$ cat config.mk
export PLATFORM = sky130hd
export DESIGN_NAME = mem_arb_np
export DESIGN_NICKNAME = d
export VERILOG_FILES = /design/src/rtl/mem_arb_pkg.sv /design/src/rtl/mem_arb_np_rr_pick.sv /design/src/rtl/mem_arb_np.sv
export SDC_FILE = /design/constraint.sdc
export NUM_CORES = 1
export LEC_CHECK = 0
export ABC_AREA = 0
export BUFFER_PORTS_ARGS = -buffer_cell sky130_fd_sc_hd__buf_2
export CAP_MARGIN = 15
export CORE_ASPECT_RATIO = 0.5
export CORE_MARGIN = 5
export CORE_UTILIZATION = 43
export DETAILED_ROUTE_END_ITERATION = 12
export PLACE_DENSITY = 0.78
export SYNTH_ARGS = -nofsm -noshare
export SYNTH_HDL_FRONTEND = slang
export SYNTH_HIERARCHICAL = 1
export SYNTH_SLANG_ARGS = --single-unit
export TNS_END_PERCENT = 100
$ cat constraint.sdc
create_clock -name clk -period 2.6 [get_ports clk]
set_input_delay 0 -clock clk [delete_from_list [all_inputs] [get_ports clk]]
set_output_delay 0 -clock clk [all_outputs]
set_load 0.05 [all_outputs]
$ cat src/rtl/mem_arb_pkg.sv
// Shared types and constants for the N-port memory arbiter.
package mem_arb_pkg;

    typedef enum logic {
        ST_IDLE   = 1'b0,
        ST_ACCESS = 1'b1
    } state_t;

    localparam int MAX_PORTS = 8;
    localparam int MAX_BW    = 64;

    function automatic logic [MAX_BW-1:0] be_all(input int dw);
        logic [MAX_BW-1:0] m;
        m = '0;
        for (int i = 0; i < MAX_BW; i++) begin
            if (i < dw / 8) m[i] = 1'b1;
        end
        return m;
    endfunction

endpackage

$ cat src/rtl/mem_arb_np_rr_pick.sv
// Round-robin search over secondary ports, starting just above rr_ptr.
module rr_pick
    import mem_arb_pkg::*;
#(
    parameter int PORTS = 3,
    parameter int GW    = $clog2(PORTS)
) (
    input  logic [PORTS-1:1] pend_i,
    input  logic [GW-1:0]    rr_ptr_i,
    output logic             found_o,
    output logic [GW-1:0]    idx_o
);

    int c;

    always_comb begin
        found_o = 1'b0;
        idx_o   = '0;
        c       = 0;
        for (int k = 1; k < PORTS; k++) begin
            c = int'(rr_ptr_i) + k;
            // wrap stays inside 1..PORTS-1, port 0 is never a candidate
            if (c >= PORTS) c = c - (PORTS - 1);
            if (!found_o && pend_i[c]) begin
                found_o = 1'b1;
                idx_o   = GW'(c);
            end
        end
    end

endmodule

$ cat src/rtl/mem_arb_np.sv
// N-port req/ack toggle arbiter onto one single-ported memory,
// port 0 has priority and may preempt, others share round-robin.
module mem_arb_np
    import mem_arb_pkg::*;
#(
    parameter int PORTS   = 3,
    parameter int AW      = 21,
    parameter int DW      = 16,
    parameter int DLY_W   = 3,
    parameter int PREEMPT = 1
) (
    input  logic                       clk,
    input  logic                       rst,
    input  logic [DLY_W-1:0]           mem_delay,
    input  logic [DW-1:0]              mem_do,
    output logic [DW-1:0]              mem_di,
    output logic [AW:1]                mem_addr,
    output logic [DW/8-1:0]            mem_be,
    output logic                       mem_oe,
    output logic                       mem_we,
    input  logic [PORTS-1:0]           p_req,
    output logic [PORTS-1:0]           p_ack,
    input  logic [PORTS-1:0]           p_we,
    input  logic [PORTS*DW/8-1:0]      p_be,
    input  logic [PORTS*AW-1:0]        p_addr,
    input  logic [PORTS*DW-1:0]        p_di,
    output logic [PORTS*DW-1:0]        p_do,
    output logic                       busy,
    output logic [$clog2(PORTS)-1:0]   grant
);

    localparam int BW = DW / 8;
    localparam int GW = $clog2(PORTS);
    localparam logic [MAX_BW-1:0] BE_FULL = be_all(DW);

    state_t              state_q, state_d;
    logic [DLY_W-1:0]    cnt_q, cnt_d;
    logic [GW-1:0]       grant_q, grant_d;
    logic [GW-1:0]       rr_q, rr_d;
    logic [AW:1]         addr_q, addr_d;
    logic [DW-1:0]       di_q, di_d;
    logic [BW-1:0]       be_q, be_d;
    logic                oe_q, oe_d;
    logic                we_q, we_d;
    logic [PORTS-1:0]    ack_q, ack_d;
    logic [PORTS*DW-1:0] do_q, do_d;

    logic [PORTS-1:0]    pend;
    logic                found;
    logic [GW-1:0]       rr_idx;
    logic [GW-1:0]       sel;
    logic                go;
    logic                preempt;

    assign pend = p_req ^ ack_q;

    rr_pick #(.PORTS(PORTS), .GW(GW)) u_rr (
        .pend_i   (pend[PORTS-1:1]),
        .rr_ptr_i (rr_q),
        .found_o  (found),
        .idx_o    (rr_idx)
    );

    // abort only with at least two wait cycles left, else just finish
    assign preempt = (PREEMPT != 0) && (grant_q != '0) && pend[0]
                     && (cnt_q > DLY_W'(1));

    always_comb begin
        state_d = state_q;
        cnt_d   = cnt_q;
        grant_d = grant_q;
        rr_d    = rr_q;
        addr_d  = addr_q;
        di_d    = di_q;
        be_d    = be_q;
        oe_d    = oe_q;
        we_d    = we_q;
        ack_d   = ack_q;
        do_d    = do_q;
        sel     = '0;
        go      = 1'b0;
        unique case (state_q)
            ST_IDLE: begin
                if (pend[0]) begin
                    go  = 1'b1;
                    sel = '0;
                end else if (found) begin
                    go  = 1'b1;
                    sel = rr_idx;
                end
                if (go) begin
                    addr_d  = p_addr[int'(sel)*AW +: AW];
                    di_d    = p_di[int'(sel)*DW +: DW];
                    be_d    = p_we[sel] ? p_be[int'(sel)*BW +: BW]
                                        : BE_FULL[BW-1:0];
                    oe_d    = !p_we[sel];
                    we_d    = p_we[sel];
                    cnt_d   = mem_delay;
                    grant_d = sel;
                    state_d = ST_ACCESS;
                end
            end
            ST_ACCESS: begin
                if (preempt) begin
                    oe_d    = 1'b0;
                    we_d    = 1'b0;
                    state_d = ST_IDLE;
                end else if (cnt_q != '0) begin
                    cnt_d = cnt_q - DLY_W'(1);
                end else begin
                    if (!we_q) do_d[int'(grant_q)*DW +: DW] = mem_do;
                    ack_d[grant_q] = p_req[grant_q];
                    oe_d    = 1'b0;
                    we_d    = 1'b0;
                    if (grant_q != '0) rr_d = grant_q;
                    state_d = ST_IDLE;
                end
            end
            default: state_d = ST_IDLE;
        endcase
    end

    always_ff @(posedge clk or posedge rst) begin
        if (rst) begin
            state_q <= ST_IDLE;
            cnt_q   <= '0;
            grant_q <= '0;
            rr_q    <= '0;
            addr_q  <= '0;
            di_q    <= '0;
            be_q    <= '0;
            oe_q    <= 1'b0;
            we_q    <= 1'b0;
            ack_q   <= '0;
            do_q    <= '0;
        end else begin
            state_q <= state_d;
            cnt_q   <= cnt_d;
            grant_q <= grant_d;
            rr_q    <= rr_d;
            addr_q  <= addr_d;
            di_q    <= di_d;
            be_q    <= be_d;
            oe_q    <= oe_d;
            we_q    <= we_d;
            ack_q   <= ack_d;
            do_q    <= do_d;
        end
    end

    assign mem_addr = addr_q;
    assign mem_di   = di_q;
    assign mem_be   = be_q;
    assign mem_oe   = oe_q;
    assign mem_we   = we_q;
    assign p_ack    = ack_q;
    assign p_do     = do_q;
    assign grant    = grant_q;
    assign busy     = (state_q == ST_ACCESS);

endmodule
==> metrics <==
Max Slew Vio Count 0; skew final around 0.013 ns; number of CTS-inserted buffers 9; setup tns final 0 ns; design area ~8200 um^2; largest net degree at the start of global routing 63; Psw around 0.0054 W; clk root buf clkbuf_16; input/output buffers roughly 240; Post-Route WL 19100 um; DR vias between 5000 and 6000; Placeable Area 11800 um^2; hold_sp p_addr[50]; Wirelength per Cell 18.6 um; RSZ-0062 raised after global routing no; initial antenna violation count 1; non-filler cells, final 1024; Mapped Nets 640; Area contributors post-synth dfrtp_1 (49%), mux2i_1 (17%), a22oi_1 (5.8%); Combinational Power Share 59.0%; dpl hpwl 11600 um; CP max-delay cell dlygate4sd3_1; Leakage 4.10 nW; Final Hold Vio Count 0; area delta synth->final 58.5%; synthesized area approximately 5200 um^2; vias per cell 5.25; dpl cells 875; total global routing overflow 0; Yosys reg bits 100; clock share of power 14.0%; critical-path maximum fanout 37; vias in the first global route around 5700; H-tree depth 3; worst-path cell chain xor2_2, a21boi_0, buf_4, nand3_2, buf_8, mux2i_1, dlygate4sd3_1, o21ai_0; ratio of cells with drive above 1 in the final layout between 30% and 40%; Ys Warns 6; final worst path period need 2.48 ns; worst-margin pin slew between 0.7 and 0.8 ns; sequential power share 27.0%; Clock Sinks 100; Slew HR 51.1%; Die Span Y about 87 um; die width 165 um; top cell type by total area after synthesis dfrtp_1; Hold Crit Class input pin to flip-flop; fin crit share a little over nine tenths; Sw Share around 52%; Critical Path AT 2.72 ns; worst-case clock buffer depth 2; total of max-cap violations 0; Total Nets Final 1006; Clock Latency Late Sink 0.34 ns; CTS tree done; Post-CTS Setup Bufs 0; DRC 0; CP peak stage delay 0.56 ns; Initial Utilization a little over two fifths; sequential fraction of the synthesis area 48.5%; Startpoint Class flip-flop; DIE AREA 14400 um^2; total internal power 0.00493 W; Area after DPL 6500 um^2; Peak VDD IR 0.680 mV; gpl congestion 0.852; gr usage total 26.2%; post-synth top area share between 40 and 50%; row count 28; Reg-to-Reg Start p_ack[2]$_DFFE_PP0P_; Critical Path End Type flip-flop; Setup-failing EPs final 0; Hold Path Stages 3; reg2reg end mem_di[3]$_DFFE_PP0P_; Top Ports 239; Power Density 1270 nW/um^2; number of DRC markers in iteration 0 400; status finished, final reports clean; R2R Setup Slk 0.12 ns; R2R depth 8; Hold Path End mem_addr[9]$_DFFE_PP0P_; unique cell type count in the Yosys netlist 45; Worst EP required 2.84 ns; antenna-violating nets left 0; first-pass GRT wire length 29600 um; crit path kind flip-flop to flip-flop; Mapped Avg Cell Area 10.6 um^2; Pre-antenna DRT Iters 4; Max Fclk 403 MHz; clock transition at the registers of the reported paths 0.07 ns; Mapped Cells 487
==> synthesized netlist by cell type, drive strengths merged <==
master / count
a211o: 1
a211oi: 1
a21boi: 1
a21o: 3
a21oi: 2
a221o: 1
a221oi: 2
a22oi: 40
a31oi: 2
a32o: 2
a41o: 1
a41oi: 1
and2: 1
and3: 1
and3b: 1
buf: 15
bufbuf: 1
clkbuf: 14
dfrtp: 100
ha: 9
inv: 57
mux2: 5
mux2i: 88
nand2: 57
nand2b: 2
nand3: 7
nand3b: 1
nor2: 6
nor3: 4
nor3b: 3
nor4: 1
nor4b: 5
o21ai: 44
o21bai: 1
o22ai: 1
o2bb2ai: 1
o31ai: 1
xnor2: 1
xor2: 3
==> layout by cell type (no fill, tap or decap), types with 3 or more instances in the layout <==
master / synthesis / routed
buf_2: 5 / 238
dlygate4sd3_1: 0 / 132
dfrtp_1: 100 / 100
mux2i_1: 88 / 88
nand2_1: 57 / 57
inv_1: 56 / 55
a22oi_1: 40 / 40
o21ai_0: 34 / 34
buf_4: 6 / 12
o21ai_1: 10 / 10
ha_1: 9 / 9
clkbuf_16: 0 / 9
nand3_1: 7 / 6
nor2_1: 6 / 6
mux2_2: 5 / 5
nor3b_2: 3 / 3
nor4b_2: 0 / 3
clkinvlp_4: 0 / 3
nor3_1: 4 / 3
==> registers in the layout, indices dropped and copies added (netlist names) <==
signal and flops:
mem_addr 21, p_ack 3, cnt_q 3, mem_be 2, busy 1, rr_q 2
p_do 48, mem_oe 1, grant 2, mem_di 16, mem_we 1
==> how the worst max path moves through the flow <==
stage | start | to | slack (ns) | depth (start not counted)
2_1_floorplan | p_ack[2]$_DFFE_PP0P_ | mem_we$_DFFE_PP0P_ | 0.21 | 6
3_3_place_gp | grant[0]$_DFFE_PP0P_ | p_do[45]$_DFFE_PP0P_ | 0.48 | 6
3_5_place_dp | p_ack[1]$_DFFE_PP0P_ | mem_di[2]$_DFFE_PP0P_ | 0.33 | 7
4_1_cts | p_ack[2]$_DFFE_PP0P_ | mem_di[10]$_DFFE_PP0P_ | 0.02 | 7
5_1_grt | p_ack[2]$_DFFE_PP0P_ | mem_di[3]$_DFFE_PP0P_ | 0.02 | 8
6_report | p_ack[2]$_DFFE_PP0P_ | mem_di[3]$_DFFE_PP0P_ | 0.12 | 8
==> through the flow <==
| stage | worst slack, ns | total power (W) | util [%] | hold WS (ns) |
|---|---|---|---|---|
| 2_1_floorplan | 0.211 | 0.00713 | - | 0.138 |
| 3_3_place_gp | 0.479 | 0.00842 | 55.2 | -0.0594 |
| 3_5_place_dp | 0.329 | 0.00857 | 55.2 | -0.0559 |
| 4_1_cts | 0.0221 | 0.0103 | 69.2 | 0.000608 |
| 5_1_grt | 0.0151 | 0.0109 | 69.4 | 0.0292 |
| 6_report | 0.117 | 0.0103 | 69.4 | 0.0109 |
==> repair_timing <==
item | CTS | global route
hold buffers | 132 | 0
hold endpoints to repair | 189 | 0
gates resized for setup | 0 | 6
endpoints found under the setup margin | 0 | 19
==> metal layers <==
layer	track usage, %	wire (um)	vias to the layer above	share of wire, %
met4	15.2	1080	0	5.6
met5	0	0	-	0
met3	7.33	1410	105	7.4
met1	31.1	7280	2562	38
met2	43.2	9300	287	49
li1	-	-	2424	-
==> area by class of cell <==
type	instances	area [um^2]
fillers	844	3600
repair buffers	385	2660
flip-flops and latches	100	2500
multi-input cells	300	2260
clock buffers	10	239
inverters	57	218
well taps	165	206
clock inverters	5	83.8
diodes	2	5.00
==> critical path: cells and delay by family (launching register included) <==
kind,cells,cell delay (ns)
buf+inv,3,1.00
simple gates,1,0.09
xor+xnor,1,0.21
mux,1,0.17
flops,1,0.42
compound gates,2,0.46
==> power groups by stage <==
stage / Sequential [W] / Clock [W] / Combinational (W)
after floorplan: 0.00512 / 0 / 0.00201
final: 0.00279 / 0.00145 / 0.00610
after global placement: 0.00277 / 0 / 0.00565
after global routing: 0.00288 / 0.00155 / 0.00648
after detailed placement: 0.00278 / 0 / 0.00580
after CTS: 0.00277 / 0.00149 / 0.00603
==> cell families after synthesis <==
logic type | share of synthesized area (%)
AOI/OAI and AO/OA | 13.6
xor gates and xnor gates | 0.680
adders and majority gates | 2.18
buffers and inverters | 8.40
DFF | 48.5
muxes | 18.2
and+or+nand+nor | 8.45
Note: power is estimated with default switching activity, not from simulation.
